[config.mk]
export PLATFORM = sky130hd
export DESIGN_NAME = simple_circuit_sweeper
export DESIGN_NICKNAME = d
export VERILOG_FILES = /design/src/rtl/simple_circuit_sweeper.sv
export SDC_FILE = /design/constraint.sdc
export NUM_CORES = 1
export LEC_CHECK = 0
export ABC_AREA = 1
export CORE_MARGIN = 3
export CORE_UTILIZATION = 45
export CTS_BUF_LIST = sky130_fd_sc_hd__clkbuf_8
export CTS_CLUSTER_SIZE = 10
export DETAILED_ROUTE_END_ITERATION = 10
export HOLD_SLACK_MARGIN = 0.15
export PLACE_DENSITY = 0.71
export RECOVER_POWER = 25
export REMOVE_ABC_BUFFERS = 1
export SKIP_LAST_GASP = 1
export SLEW_MARGIN = 15
export SYNTH_ARGS = -nofsm -noshare
export SYNTH_HDL_FRONTEND = slang
export SYNTH_SLANG_ARGS = --single-unit
[constraint.sdc]
create_clock -name clk -period 2.14 [get_ports clk]
set_input_delay 0.535 -clock clk [delete_from_list [all_inputs] [get_ports clk]]
set_output_delay 0.535 -clock clk [all_outputs]
set_load 0.01 [all_outputs]
[src/rtl/simple_circuit_sweeper.sv]
// Exhaustive 3-input sweeper: drives each {a,b,c} vector for DWELL cycles and captures {d_in,e_in}. Optional EXP check via SWEEP_CHECK_EN.
// Latency: RUN one cycle after start, busy for 8*DWELL cycles, then a one-cycle DONE. No backpressure: start is ignored until back in IDLE.
module simple_circuit_sweeper #(
  parameter int unsigned DWELL = 5,
  parameter logic [15:0] EXP   = 16'h0000
) (
  input  logic        clk,
  input  logic        rst,
  input  logic        start,
  input  logic        abort,
  input  logic        d_in,
  input  logic        e_in,
  output logic        a,
  output logic        b,
  output logic        c,
  output logic        busy,
  output logic        done,
  output logic        aborted,
  output logic [2:0]  vec_idx,
  output logic [15:0] resp,
  output logic [3:0]  err_cnt,
  output logic        pass
);

  typedef enum logic [1:0] {
    S_IDLE = 2'd0,
    S_RUN  = 2'd1,
    S_DONE = 2'd2
  } state_t;

  localparam logic [7:0] DWELL_LAST = 8'(DWELL - 1);

  state_t     state;
  logic [7:0] dwell_cnt;
  logic       dwell_last;
  logic [3:0] err_next;

  assign dwell_last = (dwell_cnt == DWELL_LAST);

`ifdef SWEEP_CHECK_EN
  logic [15:0] exp_word;
  logic [1:0]  exp_pair;
  logic        mismatch;

  assign exp_word = EXP;
  assign exp_pair = exp_word[{vec_idx, 1'b0} +: 2];
  assign mismatch = ({d_in, e_in} != exp_pair);
  // Only 8 vectors exist, so saturating at 8 simply caps the count.
  assign err_next = (mismatch && (err_cnt != 4'd8)) ? err_cnt + 4'd1 : err_cnt;
`else
  logic [15:0] unused_exp;

  assign unused_exp = EXP;
  assign err_next   = 4'd0;
`endif

  always_ff @(posedge clk) begin
    if (rst) begin
      state     <= S_IDLE;
      dwell_cnt <= 8'd0;
      vec_idx   <= 3'd0;
      {a, b, c} <= 3'b000;
      busy      <= 1'b0;
      done      <= 1'b0;
      aborted   <= 1'b0;
      resp      <= 16'h0000;
      err_cnt   <= 4'd0;
      pass      <= 1'b0;
    end else begin
      done    <= 1'b0;
      aborted <= 1'b0;
      case (state)
        S_IDLE: begin
          if (start && !abort) begin
            state     <= S_RUN;
            busy      <= 1'b1;
            vec_idx   <= 3'd0;
            dwell_cnt <= 8'd0;
            {a, b, c} <= 3'b000;
            resp      <= 16'h0000;
            err_cnt   <= 4'd0;
            pass      <= 1'b0;
          end
        end
        S_RUN: begin
          // Abort wins over a same-cycle capture; partial results stay visible.
          if (abort) begin
            state     <= S_IDLE;
            busy      <= 1'b0;
            aborted   <= 1'b1;
            vec_idx   <= 3'd0;
            dwell_cnt <= 8'd0;
            {a, b, c} <= 3'b000;
          end else if (dwell_last) begin
            resp[{vec_idx, 1'b0} +: 2] <= {d_in, e_in};
            err_cnt   <= err_next;
            dwell_cnt <= 8'd0;
            if (vec_idx == 3'd7) begin
              state     <= S_DONE;
              busy      <= 1'b0;
              done      <= 1'b1;
              vec_idx   <= 3'd0;
              {a, b, c} <= 3'b000;
              pass      <= (err_next == 4'd0);
            end else begin
              vec_idx   <= vec_idx + 3'd1;
              {a, b, c} <= vec_idx + 3'd1;
            end
          end else begin
            dwell_cnt <= dwell_cnt + 8'd1;
          end
        end
        S_DONE: begin
          state <= S_IDLE;
        end
        default: begin
          state <= S_IDLE;
        end
      endcase
    end
  end

endmodule

Word level (Yosys, flattened, before mapping)

Cells that the tools add are included.
W data, S select, Z words.

Bits in registers: 40
Bits of input ports: 6

Add/sub/neg operators: 3
Equal/unequal tests: 9
Shift operators: 2
Mux-type cells: 47
Bitwise logic cells: 2
Reductions and logical operators: 12

Operator list:

| operator                 | count |
|---|---|
| $mux W16                 | 3 |
| $pmux W16 S2             | 1 |
| $mux W8                  | 3 |
| $mux W1                  | 19 |
| $bwmux W16               | 1 |
| $pmux W8 S2              | 1 |
| $shift A2 B6 Y16 const A | 1 |
| $shiftx A2 B6 Y16        | 1 |
| $mux W3                  | 4 |
| $mux W4                  | 3 |
| $pmux W1 S2              | 5 |
| $add A8 B1 Y8 const B    | 1 |
| $eq A8 B3 Y1 const B     | 1 |
| $mux W2                  | 4 |
| $ne A2 B2 Y1 const B     | 4 |
| $pmux W4 S2              | 1 |
| $reduce_and A4 Y1        | 2 |
| $ne A3 B3 Y1 const B     | 2 |
| $neg A4 Y6               | 1 |
| $pmux W3 S2              | 1 |
| $reduce_and A3 Y1        | 2 |
| $reduce_and A5 Y1        | 1 |
| $pmux W2 S2              | 1 |
| $reduce_or A4 Y1         | 1 |
| 10 further kinds         | 11 |

Longest topological paths before layout

Depth after elaboration: 6
Gate-level depth with buffers: 11

Worst setup path before layout

Ideal clock, no wire load.

Kind: register to register
Start point: register c (netlist name)
End point: register resp[0]
Setup time: 0.132 ns
Arrival: 1.713 ns
Data required time: 2.008 ns
Slack: 0.295 ns
Stages on the path, launching flop included: 10
Clock period less this slack: 1.845 ns
Path through: dfxtp_1 -> inv_1 -> ha_1 -> ha_1 -> inv_1 -> nand3_1 -> o21ai_0 -> nand3_1 -> nand2_1 -> a21oi_1

RTL lines:

| element                       | line | source |
|---|---|---|
| end signal, assigned by index | 95   | `resp[{vec_idx, 1'b0} +: 2] <= {d_in, e_in};` |
| end, declared                 | 20   | `output logic [15:0] resp,` |

Worst setup path in the final report

Start point: register b
End point: output port b

RTL lines:

| element                | line | source |
|---|---|---|
| start, declared        | 14   | `output logic b,` |
| start signal, assigned | 107  | `{a, b, c} <= vec_idx + 3'd1;` |

No word-level cell between the ends.

==> summary.md <==
| Metric | Value |
|---|---|
| Netlist cell types | 31 |
| CP Launch Type | register |
| Setup_tns | 0 ns |
| Top_reg_cell synth | dfxtp_1 |
| Power per cell area | a little over 600 nW/um^2 |
| Post-Route WL | 3.737 mm |
| Area contributors post-synth | dfxtp_1 35%, nand2_1 9.2%, a21oi_1 6.4%, ha_1 6.0%, nand4_1 6.0% |
| Post-CTS Resized | 0 |
| Number of global-route vias before repair | roughly 1500 |
| Worst Tran Pin Value | 0.5809 ns |
| FP Rows | 22 |
| Die Y | 70.58 microns |
| Largest area contributor in the netlist | dfxtp_1 |
| Root buffer cell | clkbuf_8 |
| Post-Synthesis Cells | 249 |
| Fillers | 361 |
| Flops & latches, synth | 33 |
| Combinational share of power | 0.202 |
| Gpl congestion | around 0.84 |
| Die Wd | 70.58 microns |
| Sw Share | 0.2926 |
| Cell Int Power | 0.9748 mW |
| Final period utilization | 0.9005 |
| Die footprint | ~5000 sq um |
| Hold-fix buffers at CTS | 0 |
| Met2 WL post-DR | between 1.5 and 2 mm |
| Fraction of registers with async set/reset | 0 |
| 1st-iter DRT viols | slightly below 90 |
| Max reg flops | 16 |
| Outcome | complete, no violations |
| Post-CTS Setup Bufs | 0 |
| Seq/Total Area, Yosys | 0.3520 |
| Met3 wire len | 195 microns |
| # DRC | 0 |
| H-tree Lvls | 2 |
| Slew Limit Fails | 0 |
| Worst Setup Path Type | reg -> out |
| Post-synth EDFFs | 0 |
| Initial antenna violation count | 0 |
| Avg Cell Area, Syn | 7.537 sq um |
| Overall Global Routing Usage | 0.1663 |
| Slew HR | 0.6113 |
| Clock network power share | 0.335 |
| P&R area growth vs syn | 20.40% |
| Top-count cell post-synth | nand2_1 |
| Wire length on met1 | 1.825 mm |
| Clk_lat worst skew | ~0.28 ns |
| Commonest cells post-synth | 46 x nand2_1, 33 x dfxtp_1, 25 x inv_1, 24 x a21oi_1, 20 x nor2_1 |
| Share of layout cells above drive strength 1 | 0.1139 |
| Final global-route overflow total | 0 |
| Nets@finish | 296 |
| Drt via density | about 5 |
| Top cell type's share of synthesized area | 0.3520 |
| Synth warnings | 0 |
| # setup viols final | 0 |
| Worst EP required | about 1.6 ns |
| CTS sink cnt | 33 |
| Pre-Repair DR Iteration Count | 4 |
| Max VDD drop | 0.3877 mV |
| Top fanout value on the critical path | 4 |
| Pleak | 0.9237 nW |
| CTS buffer count | 5 |
| # diodes | 0 |
| First-pass GRT wire length | 6.713 mm |
| Largest net degree at the start of global routing | 26 |
| Final worst slack | 0.2130 ns |
| F_max | 0.5189 GHz |
| Vias | 1641 |
| Most flop-heavy register | resp |
| Biggest regs | resp x16, dwell_cnt x8, state x2 |
| Count of input and output buffers | 31 |
| Final Skew | ~0.0044 ns |
| Post-route ant nets | 0 |
| MaxCap Viol Count | 0 |
| Final hold vios | 0 |
| CP Capture Type | primary output |
| Post-Syn Area | 1877 sq um |
| CTS tree | yes |
| Switch Pwr | approximately 0.40 mW |
| Hold slack | 0.4424 ns |
| Arrival @ worst endpoint | between 1 and 1.5 ns |
| Pre-CTS setup slack | around 0.14 ns |
| Tot Pwr | 1.378 mW |
| Hold Path Class | reg -> reg |
| Post-DP HPWL | 2.786 mm |
| Core ar. | 3826 sq um |
| I/O pins | 36 |
| Seq pwr share | 0.463 |
| Max Used Layer | met4 |
| Worst-path clk slew | 0.06 ns |
| WL per Instance | 11.36 microns |
| Crit path time final | 1.927 ns |
| Initial Utilization | 0.4905 |
| RSZ-0062 raised after global routing | no |
| Clock buffer depth | 2 |
cell usage in the layout (no fill, tap or decap), drive strengths merged, types with 2 or more instances in the layout:
cell,instances
nor3,7
nand3,24
o21ai,6
dlygate4sd3,6
conb,4
nand4,18
inv,31
xor2,2
a21oi,24
nor2,22
dfxtp,33
ha,9
clkbuf,8
buf,3
clkdlybuf4s50,25
nand2,53
per-layer routing:
layer	global-route usage	up-vias
met5	0	-
met1	0.2207	714
met3	0.03693	7
met4	0.07516	0
met2	0.2588	37
li1	-	883
worst paths after layout:
path / start / to / slack, ns / depth (start not counted)
hold reg to reg: pass / pass / 0.44 / 2
hold / removal: pass / pass / 0.44 / 2
setup / recovery: b / b / 0.21 / 2
setup reg to reg: b / resp[1] / 0.39 / 9
area by class of cell:
class	instances	area [sq um]	area share
tap	48	60.06	0.02658
inverter	30	115.1	0.05094
clock buffer	6	82.58	0.03654
clock inverter	1	3.754	0.001661
timing repair buffer	36	340.3	0.1506
multi-input combinational	175	997.2	0.4413
sequential	33	660.6	0.2924
power by group through the flow:
stage                     clock network [mW]  registers (mW)  logic [mW]
after detailed placement                   0           0.651       0.282
final                                  0.462           0.638       0.278
after global placement                     0           0.651       0.280
after floorplan                            0           0.660       0.181
after CTS                              0.477           0.638       0.284
after global routing                   0.509           0.639       0.312
worst max-delay path, cell delays in order, from the launching register on:
cell	delay [ns]
dfxtp_1	0.34
clkbuf_1	0.20
clkdlybuf4s50_1	0.57
cell families (layout without fill, tap and decap cells):
family / Yosys count / count (layout) / synth area share
simple gates: 126 / 126 / 0.3493
other cells: 1 / 4 / 0.001998
compound gates: 34 / 34 / 0.1060
fa+ha+maj: 9 / 9 / 0.06000
buf+inv: 44 / 73 / 0.1213
xor+xnor: 2 / 2 / 0.009335
flops: 33 / 33 / 0.3520
through the flow:
step	util	instances	area [sq um]
final	0.5906	329	2260
after global routing	0.5906	329	2260
after CTS	0.5932	329	2270
after detailed placement	0.5706	322	2183
after global placement	0.5706	322	2183
after floorplan	-	238	1775
No activity file was read; power rests on OpenSTA's default activity.
